<file path="src/rtl/mult_pkg.sv">
// Shared types and defaults for the HI/LO multiply sequencer.
package mult_pkg;

  localparam int DEF_DATA_W        = 32;
  localparam int DEF_SETTLE_CYCLES = 4;

  typedef enum logic {
    IDLE = 1'b0,
    WAIT = 1'b1
  } state_e;

  // The settle counter never needs to hold more than SETTLE_CYCLES-1, but it always has at least one bit.
  function automatic int cnt_width(input int settle);
    return (settle > 1) ? $clog2(settle) : 1;
  endfunction

endpackage

</file>
<file path="src/rtl/mult_hilo_ctrl_if.sv">
// CPU-side handshake, mthi/mtlo, HI/LO readback and multiplier operand/result bus.
interface mult_hilo_ctrl_if #(
  parameter int DATA_W = mult_pkg::DEF_DATA_W
);

  logic              start;
  logic [DATA_W-1:0] op_a;
  logic [DATA_W-1:0] op_b;
  logic              wr_hi;
  logic              wr_lo;
  logic [DATA_W-1:0] wr_data;
  logic [DATA_W-1:0] mult_a;
  logic [DATA_W-1:0] mult_b;
  logic [DATA_W-1:0] mult_hi;
  logic [DATA_W-1:0] mult_lo;
  logic              busy;
  logic              done;
  logic [DATA_W-1:0] hi;
  logic [DATA_W-1:0] lo;

  modport master (
    output start, op_a, op_b, wr_hi, wr_lo, wr_data, mult_hi, mult_lo,
    input  mult_a, mult_b, busy, done, hi, lo
  );

  modport slave (
    input  start, op_a, op_b, wr_hi, wr_lo, wr_data, mult_hi, mult_lo,
    output mult_a, mult_b, busy, done, hi, lo
  );

endinterface

</file>
<file path="src/rtl/mult_hilo_ctrl_hilo_regs.sv">
// Architectural HI/LO register pair: loaded by a multiply capture or by mthi/mtlo.
module hilo_regs #(
  parameter int DATA_W = mult_pkg::DEF_DATA_W
) (
  input  logic              clk,
  input  logic              reset_n,
  input  logic              en,
  input  logic [DATA_W-1:0] hi_in,
  input  logic [DATA_W-1:0] lo_in,
  input  logic              wr_hi,
  input  logic              wr_lo,
  input  logic [DATA_W-1:0] wr_data,
  output logic [DATA_W-1:0] hi,
  output logic [DATA_W-1:0] lo
);

  logic [DATA_W-1:0] hi_q, hi_d;
  logic [DATA_W-1:0] lo_q, lo_d;

  // A product capture wins over a coincident mthi/mtlo.
  always_comb begin
    hi_d = hi_q;
    lo_d = lo_q;
    if (en) begin
      hi_d = hi_in;
      lo_d = lo_in;
    end else begin
      if (wr_hi) hi_d = wr_data;
      if (wr_lo) lo_d = wr_data;
    end
  end

  always_ff @(posedge clk or negedge reset_n) begin
    if (!reset_n) begin
      hi_q <= '0;
      lo_q <= '0;
    end else begin
      hi_q <= hi_d;
      lo_q <= lo_d;
    end
  end

  assign hi = hi_q;
  assign lo = lo_q;

endmodule

</file>
<file path="src/rtl/mult_hilo_ctrl.sv">
// Sequences a multiply: latches operands, waits SETTLE_CYCLES, then captures the product into HI/LO.
module mult_hilo_ctrl
  import mult_pkg::*;
#(
  parameter int DATA_W        = DEF_DATA_W,
  parameter int SETTLE_CYCLES = DEF_SETTLE_CYCLES
) (
  input logic             clk,
  input logic             reset_n,
  mult_hilo_ctrl_if.slave bus
);

  localparam int               CNT_W    = cnt_width(SETTLE_CYCLES);
  localparam logic [CNT_W-1:0] CNT_LOAD = CNT_W'(SETTLE_CYCLES - 1);
  localparam logic [CNT_W-1:0] CNT_ONE  = CNT_W'(1);

  if (SETTLE_CYCLES < 1) begin : g_bad_settle
    $error("mult_hilo_ctrl: SETTLE_CYCLES must be at least 1");
  end

  state_e            state_q, state_d;
  logic [CNT_W-1:0]  cnt_q, cnt_d;
  logic [DATA_W-1:0] mult_a_q, mult_a_d;
  logic [DATA_W-1:0] mult_b_q, mult_b_d;
  logic              done_q, done_d;
  logic              capture;
  logic              idle;
  logic [DATA_W-1:0] hi_w;
  logic [DATA_W-1:0] lo_w;

  assign idle = (state_q == IDLE);

  // The capture edge is also the WAIT exit, so the done cycle is already IDLE and may accept a new start.
  always_comb begin
    state_d  = state_q;
    cnt_d    = cnt_q;
    mult_a_d = mult_a_q;
    mult_b_d = mult_b_q;
    done_d   = 1'b0;
    capture  = 1'b0;
    case (state_q)
      IDLE: begin
        if (bus.start) begin
          mult_a_d = bus.op_a;
          mult_b_d = bus.op_b;
          cnt_d    = CNT_LOAD;
          state_d  = WAIT;
        end
      end
      WAIT: begin
        if (cnt_q != '0) begin
          cnt_d = cnt_q - CNT_ONE;
        end else begin
          capture = 1'b1;
          done_d  = 1'b1;
          state_d = IDLE;
        end
      end
      default: state_d = IDLE;
    endcase
  end

  always_ff @(posedge clk or negedge reset_n) begin
    if (!reset_n) begin
      state_q  <= IDLE;
      cnt_q    <= '0;
      mult_a_q <= '0;
      mult_b_q <= '0;
      done_q   <= 1'b0;
    end else begin
      state_q  <= state_d;
      cnt_q    <= cnt_d;
      mult_a_q <= mult_a_d;
      mult_b_q <= mult_b_d;
      done_q   <= done_d;
    end
  end

  hilo_regs #(
    .DATA_W(DATA_W)
  ) u_hilo_regs (
    .clk    (clk),
    .reset_n(reset_n),
    .en     (capture),
    .hi_in  (bus.mult_hi),
    .lo_in  (bus.mult_lo),
    .wr_hi  (bus.wr_hi && idle),
    .wr_lo  (bus.wr_lo && idle),
    .wr_data(bus.wr_data),
    .hi     (hi_w),
    .lo     (lo_w)
  );

  assign bus.mult_a = mult_a_q;
  assign bus.mult_b = mult_b_q;
  assign bus.busy   = !idle;
  assign bus.done   = done_q;
  assign bus.hi     = hi_w;
  assign bus.lo     = lo_w;

endmodule

</file>
<file path="src/flat_wrapper.sv">
// flat-port wrapper written by rule: the top's interface ports become plain ports
module mult_hilo_ctrl_flat import mult_pkg::*;
#(
  parameter int DATA_W        = DEF_DATA_W,
  parameter int SETTLE_CYCLES = DEF_SETTLE_CYCLES
)
  (clk, reset_n, bus_start, bus_op_a, bus_op_b, bus_wr_hi, bus_wr_lo, bus_wr_data, bus_mult_hi, bus_mult_lo, bus_mult_a, bus_mult_b, bus_busy, bus_done, bus_hi, bus_lo);
  mult_hilo_ctrl_if #(.DATA_W(DATA_W)) bus_i ();
  input logic clk;
  input logic reset_n;
  input wire logic [$bits(bus_i.start)-1:0] bus_start;
  input wire logic [$bits(bus_i.op_a)-1:0] bus_op_a;
  input wire logic [$bits(bus_i.op_b)-1:0] bus_op_b;
  input wire logic [$bits(bus_i.wr_hi)-1:0] bus_wr_hi;
  input wire logic [$bits(bus_i.wr_lo)-1:0] bus_wr_lo;
  input wire logic [$bits(bus_i.wr_data)-1:0] bus_wr_data;
  input wire logic [$bits(bus_i.mult_hi)-1:0] bus_mult_hi;
  input wire logic [$bits(bus_i.mult_lo)-1:0] bus_mult_lo;
  output wire logic [$bits(bus_i.mult_a)-1:0] bus_mult_a;
  output wire logic [$bits(bus_i.mult_b)-1:0] bus_mult_b;
  output wire logic [$bits(bus_i.busy)-1:0] bus_busy;
  output wire logic [$bits(bus_i.done)-1:0] bus_done;
  output wire logic [$bits(bus_i.hi)-1:0] bus_hi;
  output wire logic [$bits(bus_i.lo)-1:0] bus_lo;
  assign bus_i.start = bus_start;
  assign bus_i.op_a = bus_op_a;
  assign bus_i.op_b = bus_op_b;
  assign bus_i.wr_hi = bus_wr_hi;
  assign bus_i.wr_lo = bus_wr_lo;
  assign bus_i.wr_data = bus_wr_data;
  assign bus_i.mult_hi = bus_mult_hi;
  assign bus_i.mult_lo = bus_mult_lo;
  assign bus_mult_a = bus_i.mult_a;
  assign bus_mult_b = bus_i.mult_b;
  assign bus_busy = bus_i.busy;
  assign bus_done = bus_i.done;
  assign bus_hi = bus_i.hi;
  assign bus_lo = bus_i.lo;
  mult_hilo_ctrl #(.DATA_W(DATA_W), .SETTLE_CYCLES(SETTLE_CYCLES)) u_core (.clk(clk), .reset_n(reset_n), .bus(bus_i));
endmodule
</file>
<file path="config.mk">
export PLATFORM = sky130hd
export DESIGN_NAME = mult_hilo_ctrl_flat
export DESIGN_NICKNAME = d
export VERILOG_FILES = /design/src/rtl/mult_pkg.sv /design/src/rtl/mult_hilo_ctrl_if.sv /design/src/rtl/mult_hilo_ctrl_hilo_regs.sv /design/src/rtl/mult_hilo_ctrl.sv /design/src/flat_wrapper.sv
export SDC_FILE = /design/constraint.sdc
export NUM_CORES = 1
export LEC_CHECK = 0
export CAP_MARGIN = 0
export CORE_MARGIN = 5
export CORE_UTILIZATION = 40
export DETAILED_ROUTE_END_ITERATION = 10
export PLACE_DENSITY_LB_ADDON = 0.3
export SYNTH_ARGS = -nofsm -noshare
export SYNTH_HDL_FRONTEND = slang
export SYNTH_SLANG_ARGS = --single-unit
</file>
<file path="constraint.sdc">
create_clock -name clk -period 1.65 [get_ports clk]
set_input_delay 0.33 -clock clk [delete_from_list [all_inputs] [get_ports clk]]
set_output_delay 0.33 -clock clk [all_outputs]
set_load 0.02 [all_outputs]
</file>
==> key figures <==
STA
  – Hold WS: 0.401 ns
  – Hold Vio Cnt, Final: 0
  – # setup viols final: 0
  – Period Utilization, post-route: 96.2%
  – RSZ-0062 raised after global routing: no
  – Worst-Margin Slew: roughly 0.39 ns
  – Final worst path period need: 1.59 ns
  – Skew final: about 0.0046 ns
  – Final WS setup: 0.0631 ns
  – FMAX: 0.630 GHz
  – Final Slew Violations: 0
  – Max-slew headroom: roughly 74%

Final layout
  – Final Non-Filler Cells: 970
  – Final #Nets: 940
  – Layout area overhead: 63.7%
  – Storage cell area: 0.00330 sq mm
  – Filler cell count in the final layout: 1,138
  – Share of cells above drive strength 1: between 10% and 20%
  – Area of the multi-input gates: 0.00219 sq mm

GRT
  – Global-route wire length before repair: 26,400 microns
  – Initial antenna violation count: 0
  – Largest net degree at the start of global routing: 65
  – Remaining Overflow, GRT: 0
  – Number of global-route vias before repair: 5,037
  – GRT Total Usage: 20.2%

Critical path
  – CP Class: reg2out
  – Worst reg-to-reg path cell count: 4
  – Slowest stage cell, crit path: dfrtp_1
  – Cell Chain, Critical Path: dlygate4sd2_1
  – Reg2reg end: u_core.u_hilo_regs.lo[0]
  – R2R Path Start: u_core.bus.busy
  – Critical path depth in cells: 1
  – Crit-path max FO: 4
  – WP data required: 1.32 ns
  – Biggest cell delay along the critical path: 0.48 ns
  – Cell family with most CP delay: flip-flops
  – Arr. time, crit path: around 1.3 ns
  – CP Capture Type: output port
  – Startpoint Class: register
  – CP bufs+invs: 1
  – R2r setup slk: 0.11 ns

Floorplan
  – Rows: 44
  – # IOs: 295
  – Die Ht: 130 microns
  – Core ar.: 0.0144 sq mm
  – Initial Util: 40.2%
  – Chip Width: 130 microns
  – Die Footprint: 0.0169 sq mm

Yosys
  – Avg Synthesized Cell Area: 12.4 sq um
  – Number of synthesized register bits: 132
  – Compound-Gate Fraction of Synth Area: 15.9%
  – Mux cell area share after synthesis: 16.7%
  – Yosys Warn Count: 0
  – Mapped Area: 0.00578 sq mm
  – Sequential element share of the synthesized area: between 50% and 60%
  – Xor and xnor area share after synthesis: 0%
  – Synth Area in Simple Gates: 4.81%
  – Synth cell types: 23
  – Synth Area in Adders: 0.433%
  – Cells after Synth: 466
  – Largest family of logic cells by synthesized area: multiplexers
  – Post-synth net total: 633

Clocking
  – CTS tree: yes
  – Num CTS Buffers: 17
  – Clock-pin transition on the worst setup and hold timing paths: 0.05 ns
  – Htree depth: 4
  – CTS sink count: 132
  – Skew-Pair Late Insertion Delay: 0.41 ns
  – Root buffer cell: clkbuf_16
  – CTS max path bufs: 2

Run status
  – Status: finished clean

Place
  – Final HPWL DP: about 13,000 microns
  – Dpl ws: -0.126 ns
  – Routability congestion estimate: 0.825
  – Placed Cells: 936
  – PortBufs: just under 300

Power
  – Leakage Power: roughly 4.4 nW
  – Power Density: 1980 mW/mm^2
  – Design Power: 0.0188 W
  – Worst vdd ir: 0.883 mV

Routing
  – Routed WL: around 18,000 microns
  – DR pass1 iterations: 5
  – Final ANT Viol Nets: 0
  – Per-cell routed wire length: 18.2 microns
  – Routed vias/inst: 4.93
  – Vias: 4,778
  – Initial DRC count: about 200
  – # DRC: 0

Hold path
  – Worst hold path type: in2async

Run
  – Max_cap viols: 0
-- metal layers --
| metal | GRT usage (%) | share of wire, % |
|---|---|---|
| met1 | 23.3 | 39 |
| met2 | 34.1 | 50 |
| met3 | 7.25 | 8.6 |
| met4 | 8.25 | 2.4 |
| met5 | 0 | 0 |
-- registers in the layout (all words and copies together) (netlist names) --
name                   cells
u_core.u_hilo_regs.hi     32
u_core.cnt_q               2
u_core.bus.busy            1
u_core.bus.done            1
u_core.bus.mult_a         32
u_core.bus.mult_b         32
u_core.u_hilo_regs.lo     32
-- placed cells by master (no fill, tap or decap) --
cell             synthesis  layout
buf_6                   16       1
o21ai_2                  8       8
mux2i_4                  2       2
a21oi_1                 64      64
ha_2                     0       1
dlygate4sd2_1            0     130
a21boi_0                32      31
ha_1                     2       1
mux2_4                  50      50
mux2_2                  15      15
o21ai_1                 30      30
bufinv_16                0       3
nand2b_1                 1       1
clkbuf_8                 0       4
diode_2                  0       1
o21ai_0                 26      26
nand2_1                 64      64
clkdlybuf4s50_1          0     163
clkbuf_16                0      18
o22a_1                   1       1
inv_1                    3       3
clkinvlp_4               0       1
clkinv_2                 0       4
a21boi_1                 0       1
nand2b_4                 1       1
clkbuf_1                 5       1
dlygate4sd3_1            0       1
clkinv_4                 0       1
nor2b_4                  0       1
dfrtp_1                132     132
buf_4                    2      17
and2_4                   1       1
buf_12                   0       8
-- layout make-up --
| class | instances | share of cell area, % |
|---|---|---|
| repair buffers | 321 | 32.8 |
| flip-flops and latches | 132 | 34.9 |
| diodes | 1 | 0.0265 |
| inverters | 3 | 0.119 |
| clock inverters | 9 | 1.34 |
| well taps | 184 | 2.43 |
| multi-input cells | 298 | 23.2 |
| clock buffers | 22 | 5.12 |
-- cell usage after synthesis --
cell | instances | area [sq um]
clkbuf_2 | 2 | 10.0
ha_1 | 2 | 25.0
buf_2 | 7 | 35.0
o21ai_2 | 8 | 70.1
o21ai_0 | 26 | 130
o21ai_1 | 30 | 150
a21boi_0 | 32 | 240
dfrtp_1 | 132 | 3300
mux2_2 | 15 | 169
nor2b_2 | 1 | 8.76
a21oi_1 | 64 | 320
mux2_4 | 50 | 751
nand2b_4 | 1 | 13.8
and2_4 | 1 | 8.76
inv_1 | 3 | 11.3
nand2b_1 | 1 | 6.26
buf_4 | 2 | 15.0
buf_6 | 16 | 180
nand2_1 | 64 | 240
mux2i_4 | 2 | 45.0
o22a_1 | 1 | 8.76
buf_8 | 1 | 15.0
clkbuf_1 | 5 | 18.8
-- timing repair --
action / in CTS / in global routing
buffers inserted: 0 / 0
hold buffers: 1 / 0
resized for setup: 130 / 3
endpoints found under the hold margin: 22 / 0
setup endpoints to repair: 130 / 21
cloned: 0 / 1
-- how the worst max path moves through the flow --
stage | startpoint | to
finish | u_core.bus.busy | bus_busy
global route | u_core.bus.busy | bus_busy
CTS | u_core.bus.busy | bus_busy
detailed placement | bus_start | u_core.bus.mult_b[0]
global placement | bus_start | u_core.bus.mult_b[25]
floorplan | u_core.bus.busy | u_core.bus.mult_a[12]
-- logic make-up after synthesis --
group           Yosys count
mux                      67
simple gates             68
fa+ha+maj                 2
buf+inv                  36
compound gates          161
flops                   132
-- power by group --
part           internal, W  total (W)  leakage, nW  switching, W
clock network      0.00252    0.00386        0.302       0.00134
logic              0.00411    0.00916         2.48       0.00506
registers          0.00488    0.00574         1.59      0.000860
-- metrics by stage --
| step | util, % | cell area, sq um | setup TNS, ns |
|---|---|---|---|
| after global placement | 62.4 | 8960 | -4.73 |
| after global routing | 65.8 | 9450 | 0 |
| after CTS | 65.6 | 9420 | 0 |
| final | 65.8 | 9460 | 0 |
| after detailed placement | 62.4 | 8960 | -5.53 |
| after floorplan | - | 5780 | 0 |
(Power assumes the default switching activity.)
==> edit 1: new RTL, same settings <==
`DEF_SETTLE_CYCLES`: 4 -> 8.
--- a/src/rtl/mult_pkg.sv
+++ b/src/rtl/mult_pkg.sv
@@ -2,7 +2,7 @@
 package mult_pkg;
 
   localparam int DEF_DATA_W        = 32;
-  localparam int DEF_SETTLE_CYCLES = 4;
+  localparam int DEF_SETTLE_CYCLES = 8;
 
   typedef enum logic {
     IDLE = 1'b0,
Formal check against the unedited RTL: not equivalent (a bounded check fails within 10 cycles, from zero or initial values and one cycle with reset_n low).
==> edit 1 against the unedited design <==
Routed wire length grew 0.68%; largest power group unchanged; setup slack improved by 0.013 ns; first-iteration DRC count up 14%; sequential cell count grew 1; sequential share of layout area up 0.72 points; cell area fell by 1.3%; synthesized area shrank 4.2%; total power decreased by 2.5%; clock power decreased by 3%; combinational power decreased by 4.0%; critical endpoint is now u_core.u_hilo_regs.hi[16]; non-clock buffer count rose by 1; via count shrank 4.1%.
==> edit 1: results (changes against the unedited design) <==
Seq/Total Area, Yosys 60.2% (was 57.2%); Crit-path slowest cell dfrtp_1 (unchanged); non-clock buffer total of the final layout 322 (was 321); Layout Nets 887 (was 940); post-synthesis net count 576 (was 633); H-tree Lvls 4 (unchanged); number of clock buffers in the layout 23 (was 22); Yosys Warn Count 0 (unchanged); R2R depth 6 (was 4); Power Dens Cells 1960 nW/µm² (was 1980 nW/µm²); pin count of the biggest net entering global routing 56 (was 65); Setup WS pre-CTS -0.155 ns (was -0.126 ns); post-synth cell types 21 (was 23); post-CTS resize count 131 (was 130); status completed (unchanged); maximum clock rate 0.636 GHz (was 0.630 GHz); # fillers 1056 (was 1138); Initial DRT Pass Iterations 5 (unchanged); XOR/XNOR Fraction of Synth Area 0% (unchanged); largest cells by area after synthesis dfrtp_1 60%, mux2_2 13%, mux2i_1 6.3% (was dfrtp_1 57%, mux2_4 13%, a21oi_1 5.5%); Avg WL per Cell 19.5 µm (was 18.2 µm); Total GRT Usage 21.3% (was 20.2%); WP data arrival 1.87 ns (was 1.26 ns); Hold WC Path Type in -> async (unchanged); sequential cell area share 35.7% (was 34.9%); ant diodes 0 (was 1); hpwl dp 12.7 mm (was 13.4 mm); Non-clk invs 2 (was 3); worst reg2reg setup slack 0.08 ns (was 0.11 ns); Comb pwr share 48.0% (was 48.8%); Compound-Gate Fraction of Synth Area 12.3% (was 15.9%); RR Startpoint u_core.cnt_q[1] (was u_core.bus.busy); async set or reset register ratio after synthesis 100% (unchanged); Peak VDD IR 0.00127 V (was 0.000883 V); critical path fanouts, max 31 (was 4); kind of cell adding the most delay to the critical path simple AND/OR/NAND/NOR gates (was flip-flops); number of global-route vias before repair 5048 (was 5037); Adder-Cell Fraction of Synth Area 0.452% (was 0.433%); Final Wtd Congestion 0.886 (was 0.825); global-route wire length before repair 26.9 mm (was 26.4 mm); CTS Buffer Depth 2 (unchanged); Final clock-cell share 6.38% (was 6.46%); multi-input gate share of total cell area 21.6% (was 23.2%); FF+latch count 133 (was 132); Final non-clock buffer share 33.9% (was 32.8%); Root Buffer clkbuf_16 (unchanged); CTS hold repair buffers 1 (unchanged); critical path capture point u_core.u_hilo_regs.hi[16] (was bus_busy); routed vias 4580 (was 4778); mux contribution to synthesized area 19.6% (was 16.7%); pin slew with the least headroom to its limit 0.342 ns (was 0.391 ns); Worst Skew 0.00701 ns (was 0.00457 ns); layout cells sized above 1 17.8% (was 17.3%); P_int 11.4 mW (was 11.5 mW); leak pwr 4.55 nW (was 4.37 nW); CP peak stage delay 0.38 ns (was 0.48 ns); Min Hold Slack 0.386 ns (was 0.401 ns); Multi-input comb cells 244 (was 298); DRT iter0 DRCs 234 (was 206); Post-synth top cells 133 x dfrtp_1, 65 x mux2_2, 35 x mux2i_1, 33 x nand2_1, 33 x o21ai_0 (was 132 x dfrtp_1, 64 x a21oi_1, 64 x nand2_1, 50 x mux2_4, 32 x a21boi_0)
edit 1: cell count changes after synthesis, moves of 8 or more:
cell	before	now
a21o_1	0	31
a21boi_0	32	0
nand2_1	64	33
o21ai_1	30	0
mux2_4	50	0
mux2i_1	0	35
o21ai_2	8	0
mux2_2	15	65
a21oi_1	64	1
a22o_1	0	31
edit 1: per-layer routing:
| metal | GRT usage [%] | wire, µm | vias to the layer above |
|---|---|---|---|
| li1 | - | - | 2082 |
| met3 | 10.2 | 2130 | 38 |
| met1 | 24.1 | 6730 | 2203 |
| met2 | 34.5 | 8460 | 257 |
| met4 | 9.24 | 468 | 0 |
| met5 | 0 | 0 | - |
edit 1: through the flow:
stage          cell area (µm²)  instances
6_report                  9340        912
5_1_grt                   9340        912
4_1_cts                   9220        907
3_5_place_dp              8770        875
3_3_place_gp              8770        875
2_1_floorplan             5530        409
==> edit 2: new RTL, same flow settings <==
Made on the original files. Make the reset (`reset_n`) synchronous in 2 clocked blocks.
--- a/src/rtl/mult_hilo_ctrl_hilo_regs.sv
+++ b/src/rtl/mult_hilo_ctrl_hilo_regs.sv
@@ -30,7 +30,7 @@
     end
   end
 
-  always_ff @(posedge clk or negedge reset_n) begin
+  always_ff @(posedge clk) begin
     if (!reset_n) begin
       hi_q <= '0;
       lo_q <= '0;
--- a/src/rtl/mult_hilo_ctrl.sv
+++ b/src/rtl/mult_hilo_ctrl.sv
@@ -60,7 +60,7 @@
     endcase
   end
 
-  always_ff @(posedge clk or negedge reset_n) begin
+  always_ff @(posedge clk) begin
     if (!reset_n) begin
       state_q  <= IDLE;
       cnt_q    <= '0;
Formal check against the unedited RTL: differs if reset_n is asserted again (counterexample within 4 cycles, from zero or initial values and one cycle with reset_n low); with reset_n held inactive, the same outputs for 10 cycles.
==> edit 2 against the unedited design <==
Sequential cell count unchanged; critical path depth unchanged; routed wire length up 0.13%; cell area down 9.0%; final cell count up 11%; synthesized cell count up 32%; global-route usage up 2.1 points; utilization up 1.8 points; setup slack better by 0.042 ns; synthesized area down 9.6%; highest routed layer unchanged.
Power is not compared: it rests on default switching activity, and its combinational part moved more than twofold at a synthesized area within 25%.
==> edit 2: results (changes against the unedited design) <==
status completed (unchanged); Hold Crit Start reset_n; global-route wire length before repair 28.1 mm (was 26.4 mm); Min Hold Slack 0.351 ns (was 0.401 ns); Finished Cell Area 8610 µm² (was 9460 µm²); Layout Nets 1059 (was 940); CP peak stage delay 0.44 ns (was 0.48 ns); Hold Path Cell Cnt 2; ant diodes 0 (was 1); clk_lat worst skew 0.41 ns (about the same); Peak VDD IR 0.000663 V; largest cells by area after synthesis dfxtp_1 51%, nand2_1 16%, a31oi_1 7.7% (was dfrtp_1 57%, mux2_4 13%, a21oi_1 5.5%); Avg WL per Cell 16.4 µm (was 18.2 µm); Hold Path Sink u_core.cnt_q[0]; hpwl dp 13.2 mm (was 13.4 mm); pin slew with the least headroom to its limit 0.388 ns (was 0.391 ns); critical path fanouts, max 9 (was 4); met2 usage 38.4% (was 34.1%); Worst Skew 0.00531 ns (was 0.00457 ns); Post-Route WL 17.7 mm (about the same); RR Startpoint u_core.cnt_q[0] (was u_core.bus.busy); WP data arrival 1.21 ns (was 1.26 ns); H-tree Lvls 4 (unchanged); Post-synth top cells 227 x nand2_1, 132 x dfxtp_1, 64 x a31oi_1, 56 x o21ai_1, 46 x a21boi_1 (was 132 x dfrtp_1, 64 x a21oi_1, 64 x nand2_1, 50 x mux2_4, 32 x a21boi_0); worst reg2reg setup slack 0.18 ns (was 0.11 ns); Crit-path slowest cell dfxtp_2 (was dfrtp_1); Yosys Warn Count 0 (unchanged); DRT iter0 DRCs 337 (was 206); async set or reset register ratio after synthesis 0% (was 100%); number of global-route vias before repair 5516 (was 5037); Final Slew Violations 0 (unchanged); post-synth cell types 21 (was 23); Initial DRT Pass Iterations 5 (unchanged); post-synthesis net count 784 (was 633); Hold WC Path Type in -> reg (was in -> async); Seq/Total Area, Yosys 50.6% (was 57.2%); Root Buffer clkbuf_16 (unchanged); layout cells sized above 1 5.30% (was 17.3%); initial antenna violation count 0 (unchanged); pin count of the biggest net entering global routing 65 (unchanged); kind of cell adding the most delay to the critical path flip-flops (unchanged); via/cell ratio 5.03 (was 4.93); global routing usage on met1 23.6% (was 23.3%); Placed Area 8210 µm² (was 8960 µm²); leak pwr 3.80 nW; Port Buffers 294 (unchanged); Cells after Synth 617 (was 466); CTS Buffer Depth 2 (unchanged); Critical R2R Capture u_core.u_hilo_regs.lo[31] (was u_core.u_hilo_regs.lo[0]); # fillers 1064 (was 1138); Final Wtd Congestion 0.802 (was 0.825); Total GRT Usage 22.3% (was 20.2%); R2R depth 6 (was 4); Placed Cells 1045 (was 936); met3 Usage GRT 9.78% (was 7.25%)
[edit 2: changes by cell type in the layout (fill, tap and decap cells not counted), sizes merged, moves of 12 or more]
cell	before	now
a21boi	32	64
a21oi	64	0
a31oi	0	64
buf	26	14
dfrtp	132	0
dfxtp	0	132
mux2	65	2
nand2	64	227
[edit 2: layout make-up]
cell class,instances,area (µm²),share of cell area (%)
clock buffer,21,440,5.12
multi-input combinational,432,2180,25.4
sequential,132,2640,30.7
clock inverter,11,111,1.29
timing repair buffer,307,3000,34.9
inverter,2,7.51,0.0872
tap,172,215,2.50
[edit 2: worst max-delay path by stage]
stage,startpoint,endpoint,slack [ns],depth (start not counted)
after global placement,bus_start,u_core.cnt_q[0],0.004,5
after detailed placement,bus_start,u_core.bus.mult_b[12],-0.05,5
after global routing,u_core.bus.busy,bus_busy,0.07,1
after CTS,u_core.bus.busy,bus_busy,0.08,1
final,u_core.bus.busy,bus_busy,0.11,1
after floorplan,u_core.bus.busy,u_core.u_hilo_regs.hi[14],0.29,5
[edit 2: through the flow]
step / power, mW / setup WS, ns
detailed placement: 5.89 / -0.0523
floorplan: 4.76 / 0.287
global placement: 5.84 / 0.00411
global route: 9.54 / 0.0660
finish: 9.14 / 0.105
CTS: 9.23 / 0.0787
[edit 2: power breakdown]
| group | internal, mW | leakage, nW | switching (mW) |
|---|---|---|---|
| Sequential | 3.48 | 1.09 | 0.145 |
| Clock | 2.20 | 0.274 | 1.32 |
| Combinational | 0.923 | 2.43 | 1.07 |
| Total | 6.61 | 3.80 | 2.54 |
[edit 2: cell families (layout without fill, tap and decap cells)]
family | after synthesis | after routing | share of synthesized area [%]
and+or+nand+nor | 234 | 234 | 17.3
AOI/OAI and AO/OA | 194 | 194 | 23.4
adders and majority gates | 2 | 2 | 0.479
DFF | 132 | 132 | 50.6
buffers and inverters | 53 | 341 | 7.69
muxes | 2 | 2 | 0.575
[edit 2: per-layer routing]
layer | share of wire (%) | wire, µm | vias to the layer above
li1 | - | - | 2649
met1 | 38 | 6750 | 2480
met2 | 49 | 8650 | 253
met3 | 9.9 | 1740 | 37
met4 | 3.1 | 549 | 0
met5 | 0 | 0 | -
[edit 2: repair_timing]
action                                  CTS  global route
gates resized for setup                 131             1
buffers inserted                          0             0
hold buffers                              0             0
endpoints found under the hold margin     0             0
endpoints found under the setup margin  130             2
